### src/rtl/fifo_pkg.sv
// rtl/fifo_pkg.sv - shared read-mode constants and width helper for the parametrised FIFO
package fifo_pkg;

    localparam int FIFO_MODE_STD  = 0;
    localparam int FIFO_MODE_FWFT = 1;

    function automatic int clog2(input int value);
        int result;
        result = 0;
        for (int i = 0; i < 31; i++) begin
            if ((1 << i) < value) begin
                result = i + 1;
            end
        end
        return result;
    endfunction

endpackage

### src/rtl/fifo_mem.sv
// rtl/fifo_mem.sv - WIDTH x DEPTH register array, one synchronous write port, one asynchronous read port
module fifo_mem #(
    parameter int WIDTH = 8,
    parameter int DEPTH = 8,
    parameter int AW    = 3
) (
    input  logic             i_clk,
    input  logic             i_wr_en,
    input  logic [AW-1:0]    i_wr_addr,
    input  logic [WIDTH-1:0] i_wr_data,
    input  logic [AW-1:0]    i_rd_addr,
    output logic [WIDTH-1:0] o_rd_data
);

    logic [WIDTH-1:0] r_mem [DEPTH];

    always_ff @(posedge i_clk) begin
        if (i_wr_en) begin
            r_mem[i_wr_addr] <= i_wr_data;
        end
    end

    assign o_rd_data = r_mem[i_rd_addr];

endmodule

### src/rtl/sync_fifo_param.sv
// rtl/sync_fifo_param.sv - single-clock FIFO with occupancy, almost flags, sticky errors and optional FWFT read
module sync_fifo_param
    import fifo_pkg::*;
#(
    parameter  int WIDTH     = 8,
    parameter  int DEPTH     = 8,
    parameter  int AF_THRESH = 6,
    parameter  int AE_THRESH = 1,
    parameter  int FWFT      = FIFO_MODE_STD,
    localparam int PW        = (clog2(DEPTH) < 1) ? 1 : clog2(DEPTH),
    localparam int CW        = clog2(DEPTH + 1)
) (
    input  logic             clk,
    input  logic             rst_i,
    input  logic             wr_en_i,
    input  logic [WIDTH-1:0] data_i,
    input  logic             rd_en_i,
    output logic [WIDTH-1:0] data_o,
    output logic             valid_o,
    output logic             full,
    output logic             empty,
    output logic             almost_full,
    output logic             almost_empty,
    output logic [CW-1:0]    count_o,
    output logic             overflow_o,
    output logic             underflow_o,
    input  logic             err_clr_i
);

    if (DEPTH < 2 || AF_THRESH < 1 || AF_THRESH > DEPTH ||
        AE_THRESH < 0 || AE_THRESH > DEPTH - 1) begin : g_bad_params
        $error("sync_fifo_param: illegal DEPTH/AF_THRESH/AE_THRESH");
    end

    logic [PW-1:0]    r_wr_ptr;
    logic [PW-1:0]    r_rd_ptr;
    logic [CW-1:0]    r_count;
    logic             r_overflow;
    logic             r_underflow;
    logic             w_wr_acc;
    logic             w_rd_acc;
    logic [WIDTH-1:0] w_mem_rd;

    function automatic logic [PW-1:0] ptr_next(input logic [PW-1:0] ptr);
        return (ptr == PW'(DEPTH - 1)) ? '0 : ptr + 1'b1;
    endfunction

    assign full         = (r_count == CW'(DEPTH));
    assign empty        = (r_count == '0);
    assign almost_full  = (r_count >= CW'(AF_THRESH));
    assign almost_empty = (r_count <= CW'(AE_THRESH));
    assign count_o      = r_count;
    assign overflow_o   = r_overflow;
    assign underflow_o  = r_underflow;

    // Acceptance uses start-of-cycle state, so a write while full is dropped even alongside a read.
    assign w_wr_acc = wr_en_i & ~full;
    assign w_rd_acc = rd_en_i & ~empty;

    always_ff @(posedge clk) begin
        if (rst_i) begin
            r_wr_ptr    <= '0;
            r_rd_ptr    <= '0;
            r_count     <= '0;
            r_overflow  <= 1'b0;
            r_underflow <= 1'b0;
        end else begin
            if (w_wr_acc) begin
                r_wr_ptr <= ptr_next(r_wr_ptr);
            end
            if (w_rd_acc) begin
                r_rd_ptr <= ptr_next(r_rd_ptr);
            end
            case ({w_wr_acc, w_rd_acc})
                2'b10:   r_count <= r_count + 1'b1;
                2'b01:   r_count <= r_count - 1'b1;
                default: r_count <= r_count;
            endcase
            r_overflow  <= (wr_en_i & full)  | (r_overflow  & ~err_clr_i);
            r_underflow <= (rd_en_i & empty) | (r_underflow & ~err_clr_i);
        end
    end

    fifo_mem #(
        .WIDTH (WIDTH),
        .DEPTH (DEPTH),
        .AW    (PW)
    ) u_mem (
        .i_clk     (clk),
        .i_wr_en   (w_wr_acc),
        .i_wr_addr (r_wr_ptr),
        .i_wr_data (data_i),
        .i_rd_addr (r_rd_ptr),
        .o_rd_data (w_mem_rd)
    );

    if (FWFT == FIFO_MODE_FWFT) begin : g_fwft
        assign data_o  = w_mem_rd;
        assign valid_o = ~empty;
    end else begin : g_std
        logic [WIDTH-1:0] r_data;
        logic             r_valid;

        always_ff @(posedge clk) begin
            if (rst_i) begin
                r_data  <= '0;
                r_valid <= 1'b0;
            end else begin
                r_valid <= w_rd_acc;
                if (w_rd_acc) begin
                    r_data <= w_mem_rd;
                end
            end
        end

        assign data_o  = r_data;
        assign valid_o = r_valid;
    end

endmodule

### config.mk
export PLATFORM = sky130hd
export DESIGN_NAME = sync_fifo_param
export DESIGN_NICKNAME = d
export VERILOG_FILES = /design/src/rtl/fifo_pkg.sv /design/src/rtl/fifo_mem.sv /design/src/rtl/sync_fifo_param.sv
export SDC_FILE = /design/constraint.sdc
export NUM_CORES = 1
export LEC_CHECK = 0
export BUFFER_PORTS_ARGS = -buffer_cell sky130_fd_sc_hd__buf_4
export CAP_MARGIN = 5
export CORE_MARGIN = 1
export CORE_UTILIZATION = 52
export CTS_CLUSTER_SIZE = 40
export DETAILED_ROUTE_END_ITERATION = 8
export PLACE_DENSITY = 0.76
export SLEW_MARGIN = 20
export SYNTH_ARGS = -nofsm -noshare
export SYNTH_HDL_FRONTEND = slang
export SYNTH_SLANG_ARGS = --single-unit
export TNS_END_PERCENT = 10
### constraint.sdc
create_clock -name clk -period 2.5 [get_ports clk]
set_input_delay 0.5 -clock clk [delete_from_list [all_inputs] [get_ports clk]]
set_output_delay 0.5 -clock clk [all_outputs]
set_load 0.05 [all_outputs]
# --- After elaboration in Yosys (flattened, before gate mapping) ---
# Memories as Yosys holds them, arrays and structs flattened. A register that Yosys moved wholly into a read port is not among the register bits.
# Index checks and enable logic that the tools add are counted.
totals:
  regBits: 13
  latch_bits: 0
  ramBits: 64
  mem_bits_ro: 0
  output_inout_bits: 19
  mem_count: 1
memory_table:
  columns: ["name", "words", "width", "rd", "rd_clocked_by_memory_dff", "wr", "line", "text"]
  rows:
  - ["u_mem.r_mem", 8, 8, 1, 1, 1, "fifo_mem.sv:15", "logic [WIDTH-1:0] r_mem [DEPTH];"]
op_classes:
  n_addsub: 4
  mul: 0
  div_mod_pow: 0
  n_lt_le_gt_ge: 2
  eq_ne: 5
  shifts: 0
  n_mux: 5
  bitwise: 11
  n_reduce_logical: 2
ops:
  columns: ["operator", "n"]
  rows:
  - ["$pmux W4 S2", 1]
  - ["$add A3 B1 Y3 const B", 2]
  - ["$and A1 B1 Y1", 6]
  - ["$eq A3 B3 Y1 const B", 2]
  - ["$mux W3", 2]
  - ["$add A4 B1 Y4 const B", 1]
  - ["$eq A4 B4 Y1 const B", 1]
  - ["$ge A4 B3 Y1 const B", 1]
  - ["$le A4 B1 Y1 const B", 1]
  - ["$logic_not A4 Y1", 1]
  - ["$sub A4 B1 Y4 const B", 1]
  - ["$not A1 Y1", 3]
  - ["$eq A2 B1 Y1 const B", 1]
  - ["$eq A2 B2 Y1 const B", 1]
  - ["$mux W1", 2]
  - ["$or A1 B1 Y1", 2]
  - ["$reduce_bool A2 Y1", 1]

# --- Longest topological paths before layout ---
logic_depth:
  ltp_word: 5
  mapped_depth: 11
  depth_no_buf: 10

# --- Hierarchy ---
# From an unflattened synthesis, not the netlist that was laid out.
hier_totals:
  hier_cells: 221
  area_unflattened_um2: 3572.2
by_module_without_submodules:
  columns: ["mod", "instances", "cells_each", "area_per_inst_um2"]
  rows:
  - ["fifo_mem", 1, 106, 2531.2]
  - ["sync_fifo_param", 1, 115, 1041.0]

# --- Worst setup path after synthesis ---
# Ideal clock, no wire load.
synth_timing:
  path_kind: "register -> register"
  from: "register r_count[0], in the netlist count_o[0]"
  to: "register r_count[3], in the netlist count_o[3]"
  setup_ns: 0.127
  arrival_time_ns: 2.821
  required_ns: 2.373
  setup_slack_ns: -0.447
  stages_incl_launch_ff: 12
  n_path_buf: 1
  path_cell_list: "dfxtp_1 -> inv_1 -> ha_1 -> nor3b_2 -> nand2b_1 -> buf_6 -> inv_2 -> ha_1 -> or4b_1 -> a21oi_2 -> xnor2_1 -> nor2_2"
synth_via:
  elab_chain_len: 5
  elab_cells_between_ends: 12
synth_rtl:
  columns: ["item", "line", "text"]
  rows:
  - ["start, declared", "sync_fifo_param.sv:37", "logic [CW-1:0] r_count;"]
  - ["start signal, assigned", "sync_fifo_param.sv:75", "2'b10: r_count <= r_count + 1'b1;"]
  - ["start signal, assigned", "sync_fifo_param.sv:76", "2'b01: r_count <= r_count - 1'b1;"]
  - ["start signal, assigned", "sync_fifo_param.sv:77", "default: r_count <= r_count;"]
  - ["$logic_not A4 Y1 (*)", "sync_fifo_param.sv:49", "assign empty = (r_count == '0);"]
  - ["via empty", "sync_fifo_param.sv:21", "output logic empty,"]
  - ["$not A1 Y1 (*)", "sync_fifo_param.sv:58", "assign w_rd_acc = rd_en_i & ~empty;"]
  - ["$and A1 B1 Y1 (*)", "sync_fifo_param.sv:58", null]
  - ["via w_rd_acc", "sync_fifo_param.sv:41", "logic w_rd_acc;"]
  - ["$eq A2 B1 Y1 / $eq A2 B2 Y1 (equally long branches)", "sync_fifo_param.sv:74", "case ({w_wr_acc, w_rd_acc})"]
  - ["$pmux W4 S2 / $reduce_bool A2 Y1 (equally long branches)", null, null]
# Mark *: on every way through the listed nets, which the timed path passes. The rest lies on a longest branch.
# A chain may end at the register's enable or synchronous reset.

# --- Worst setup path in the final report ---
layout_timing:
  from: "register r_count[0], in the netlist count_o[0]"
  to: "register r_count[3], in the netlist count_o[3]"
layout_via:
  elab_chain_len: 5
  elab_cells_between_ends: 12
layout_rtl:
  columns: ["item", "line"]
  rows:
  - ["$logic_not A4 Y1 (*)", "sync_fifo_param.sv:49"]
  - ["$not A1 Y1 (*)", "sync_fifo_param.sv:58"]
  - ["$and A1 B1 Y1 (*)", "sync_fifo_param.sv:58"]
  - ["via w_rd_acc", "sync_fifo_param.sv:41"]
  - ["$eq A2 B1 Y1 / $eq A2 B2 Y1 (equally long branches)", "sync_fifo_param.sv:74"]
  - ["$pmux W4 S2 / $reduce_bool A2 Y1 (equally long branches)", null]
# Marked as above.

==> qor.csv <==
metric,value,unit
Post-CTS Setup Bufs,0,
Startpoint Class,flop,
GRT Util Overall,0.1989,
R2R Path End,count_o[3]$_SDFFE_PP0P_,
ANT nets after route,0,
synth warn,0,
HP Start,data_i[5],
largest net degree at the start of global routing,36,
Synth async-reset ratio,0,
vias in the first global route,1988,
routed vias,2023,
Antenna diodes,0,
IO Pins,32,
clk buf depth,2,
max frequency,0.4417,GHz
worst hold stages,1,
Pleak,1.465,nW
vias per inst,5.699,
DR WL/cell,18.19,µm
initial antenna violation count,0,
Sink Count,85,
Reg2Reg Depth,10,
hold slack final,0.3736,ns
count of cell types in the netlist,36,
final cell count without fillers,355,
synthesized flop and latch total,85,
critical setup path kind,reg -> reg,
Critical Path RT,2.75,ns
RSZ-0062 raised after global routing,false,
Placeable Area,6386,µm²
"slowest stage delay, CP",0.46,ns
Reg-to-Reg Start,count_o[0]$_SDFFE_PP0P_,
setup TNS,0,ns
max-slew violations,0,
"commonest non-fill, non-tap cell in the layout",edfxtp_1,
root buffer cell,clkbuf_8,
cts bufs inserted,9,
Starting Density,0.5396,
CTS H-Tree Depth,3,
register area share after synthesis,0.6797,
clk_lat worst skew,0.35,ns
"Slowest-stage cell, CP",or4b_1,
Worst-path clk slew,0.09,ns
Mapped Cells,229,
crit path time final,2.264,ns
Maximum Capacitance Violations,0,
DP Cell Count,339,
grt ovf,0,
Reg2Reg Setup Slack,0.24,ns
crit end category,flop,
end of the worst hold path,u_mem.r_mem[5][5]$_DFFE_PP_,
Peak VDD IR,1.109,mV
CP Max Fanout,7,
Die Height,83.41,µm
"EDFF count, synth",64,
Rows,29,
DIE AREA,6956,µm²
Detail Placement HPWL,3928,µm
Final Hold Fails,0,
critical-path cell list,"inv_2, ha_1, nor3b_4, nand2b_4, inv_2, ha_2, or4b_1, a21oi_2, xnor2_1, nor2_2",
CP startpoint,count_o[0]$_SDFFE_PP0P_,
synthesized area,3446,µm²
"commonest cells after routing, fill and taps aside","edfxtp_1 (64), buf_4 (41), mux2i_1 (33)",
post-route clock skew,0.01165,ns
fillers,477,
Final Power,0.004175,W
first-pass GRT wire length,10180,µm
worst min path class,in -> reg,
# DRC,0,
total detailed-routing wirelength,6456,µm
critical path arrival,2.51,ns
P per Cell Area,1020,nW/µm²
Slew Limit Headroom,0.5143,
Mean Syn Cell Area,15.05,µm²
design area,4094,µm²
DRT iter0 DRCs,160,
post-CTS sizing,0,
I/O Buffers,31,
outcome,"complete, no violations",
most frequent CP cell,inv_2,
worst slew pin tran,0.7259,ns
Post-DP Area,3850,µm²
"Primary FF master, synth",edfxtp_1,
CTS tree,built,
nets,296,
share of cells above drive strength 1,0.2698,
Pre-Repair DR Iteration Count,4,
gpl congestion,0.7620,
Final Cycle Share,0.9055,
Mapped Nets,252,
hold_buf cts,0,
"Setup violations, final",0,
synthesis-to-finish area growth,18.81,%
die width,83.41,µm
per-layer routing:
layer  up-vias  wire length (µm)  track usage  share of wire
li1        968                 -            -              -
met1       985              2831       0.2532           0.44
met2        61              3234       0.3167           0.50
met3         9               305      0.05467          0.047
met4         0                85      0.09404          0.013
met5         -                 0            0              0
worst max-delay path, delay by kind of cell (launching register included):
kind | cells | cell delay [ns]
buffers and inverters | 2 | 0.16
AOI/OAI and AO/OA | 1 | 0.17
xor gates and xnor gates | 1 | 0.15
DFF | 1 | 0.39
adders and majority gates | 2 | 0.43
and+or+nand+nor | 4 | 0.85
where the power goes:
group / internal [W] / leakage, nW / total [W] / switching, W
registers: 0.00164 / 0.755 / 0.00173 / 0.0000932
logic: 0.000478 / 0.591 / 0.00128 / 0.000800
clock network: 0.000669 / 0.120 / 0.00116 / 0.000496
final cells by class:
cell class	instances	area, µm²	share of cell area
clock buffer	9	123.9	0.03026
multi-input combinational	131	1060	0.2589
timing repair buffer	42	327.8	0.08007
inverter	4	15.01	0.003667
tap	77	96.34	0.02353
clock inverter	7	120.1	0.02934
sequential	85	2351	0.5743
synth_stat cells (all sizes together), types with 3 or more instances:
cell / n / share of area
nor3: 5 / 0.0073
or3: 3 / 0.0054
edfxtp: 64 / 0.56
a21oi: 10 / 0.017
nor2: 12 / 0.018
buf: 8 / 0.014
dfxtp: 21 / 0.12
nand2: 9 / 0.011
a22oi: 16 / 0.035
ha: 10 / 0.036
mux2i: 33 / 0.096
a32o: 8 / 0.023
nand2b: 4 / 0.0073
nor2b: 5 / 0.0091
inv: 4 / 0.0044
state kept, by name (all words and copies together) (netlist names):
signal	flops
valid_o	1
r_rd_ptr	3
data_o	8
underflow_o	1
overflow_o	1
r_wr_ptr	3
u_mem.r_mem	64
count_o	4
worst max-delay path by stage:
stage / end / depth (start not counted)
2_1_floorplan: count_o[2]$_SDFFE_PP0P_ / 9
3_3_place_gp: count_o[3]$_SDFFE_PP0P_ / 10
3_5_place_dp: count_o[3]$_SDFFE_PP0P_ / 10
4_1_cts: count_o[3]$_SDFFE_PP0P_ / 10
5_1_grt: count_o[3]$_SDFFE_PP0P_ / 10
6_report: count_o[3]$_SDFFE_PP0P_ / 10
kinds of logic after synthesis:
family / share of synthesized area
adders and majority gates: 0.03631
xor gates and xnor gates: 0.007627
muxes: 0.09586
DFF: 0.6797
AOI/OAI and AO/OA: 0.07989
buffers and inverters: 0.01924
and+or+nand+nor: 0.08134
through the flow:
stage | setup slack, ns | utilization
2_1_floorplan | 0.01433 | -
3_5_place_dp | 0.2522 | 0.6029
5_1_grt | 0.1299 | 0.6411
4_1_cts | 0.2328 | 0.6411
3_3_place_gp | 0.2749 | 0.6029
6_report | 0.2362 | 0.6411
Power figures use the tool's default switching activity.
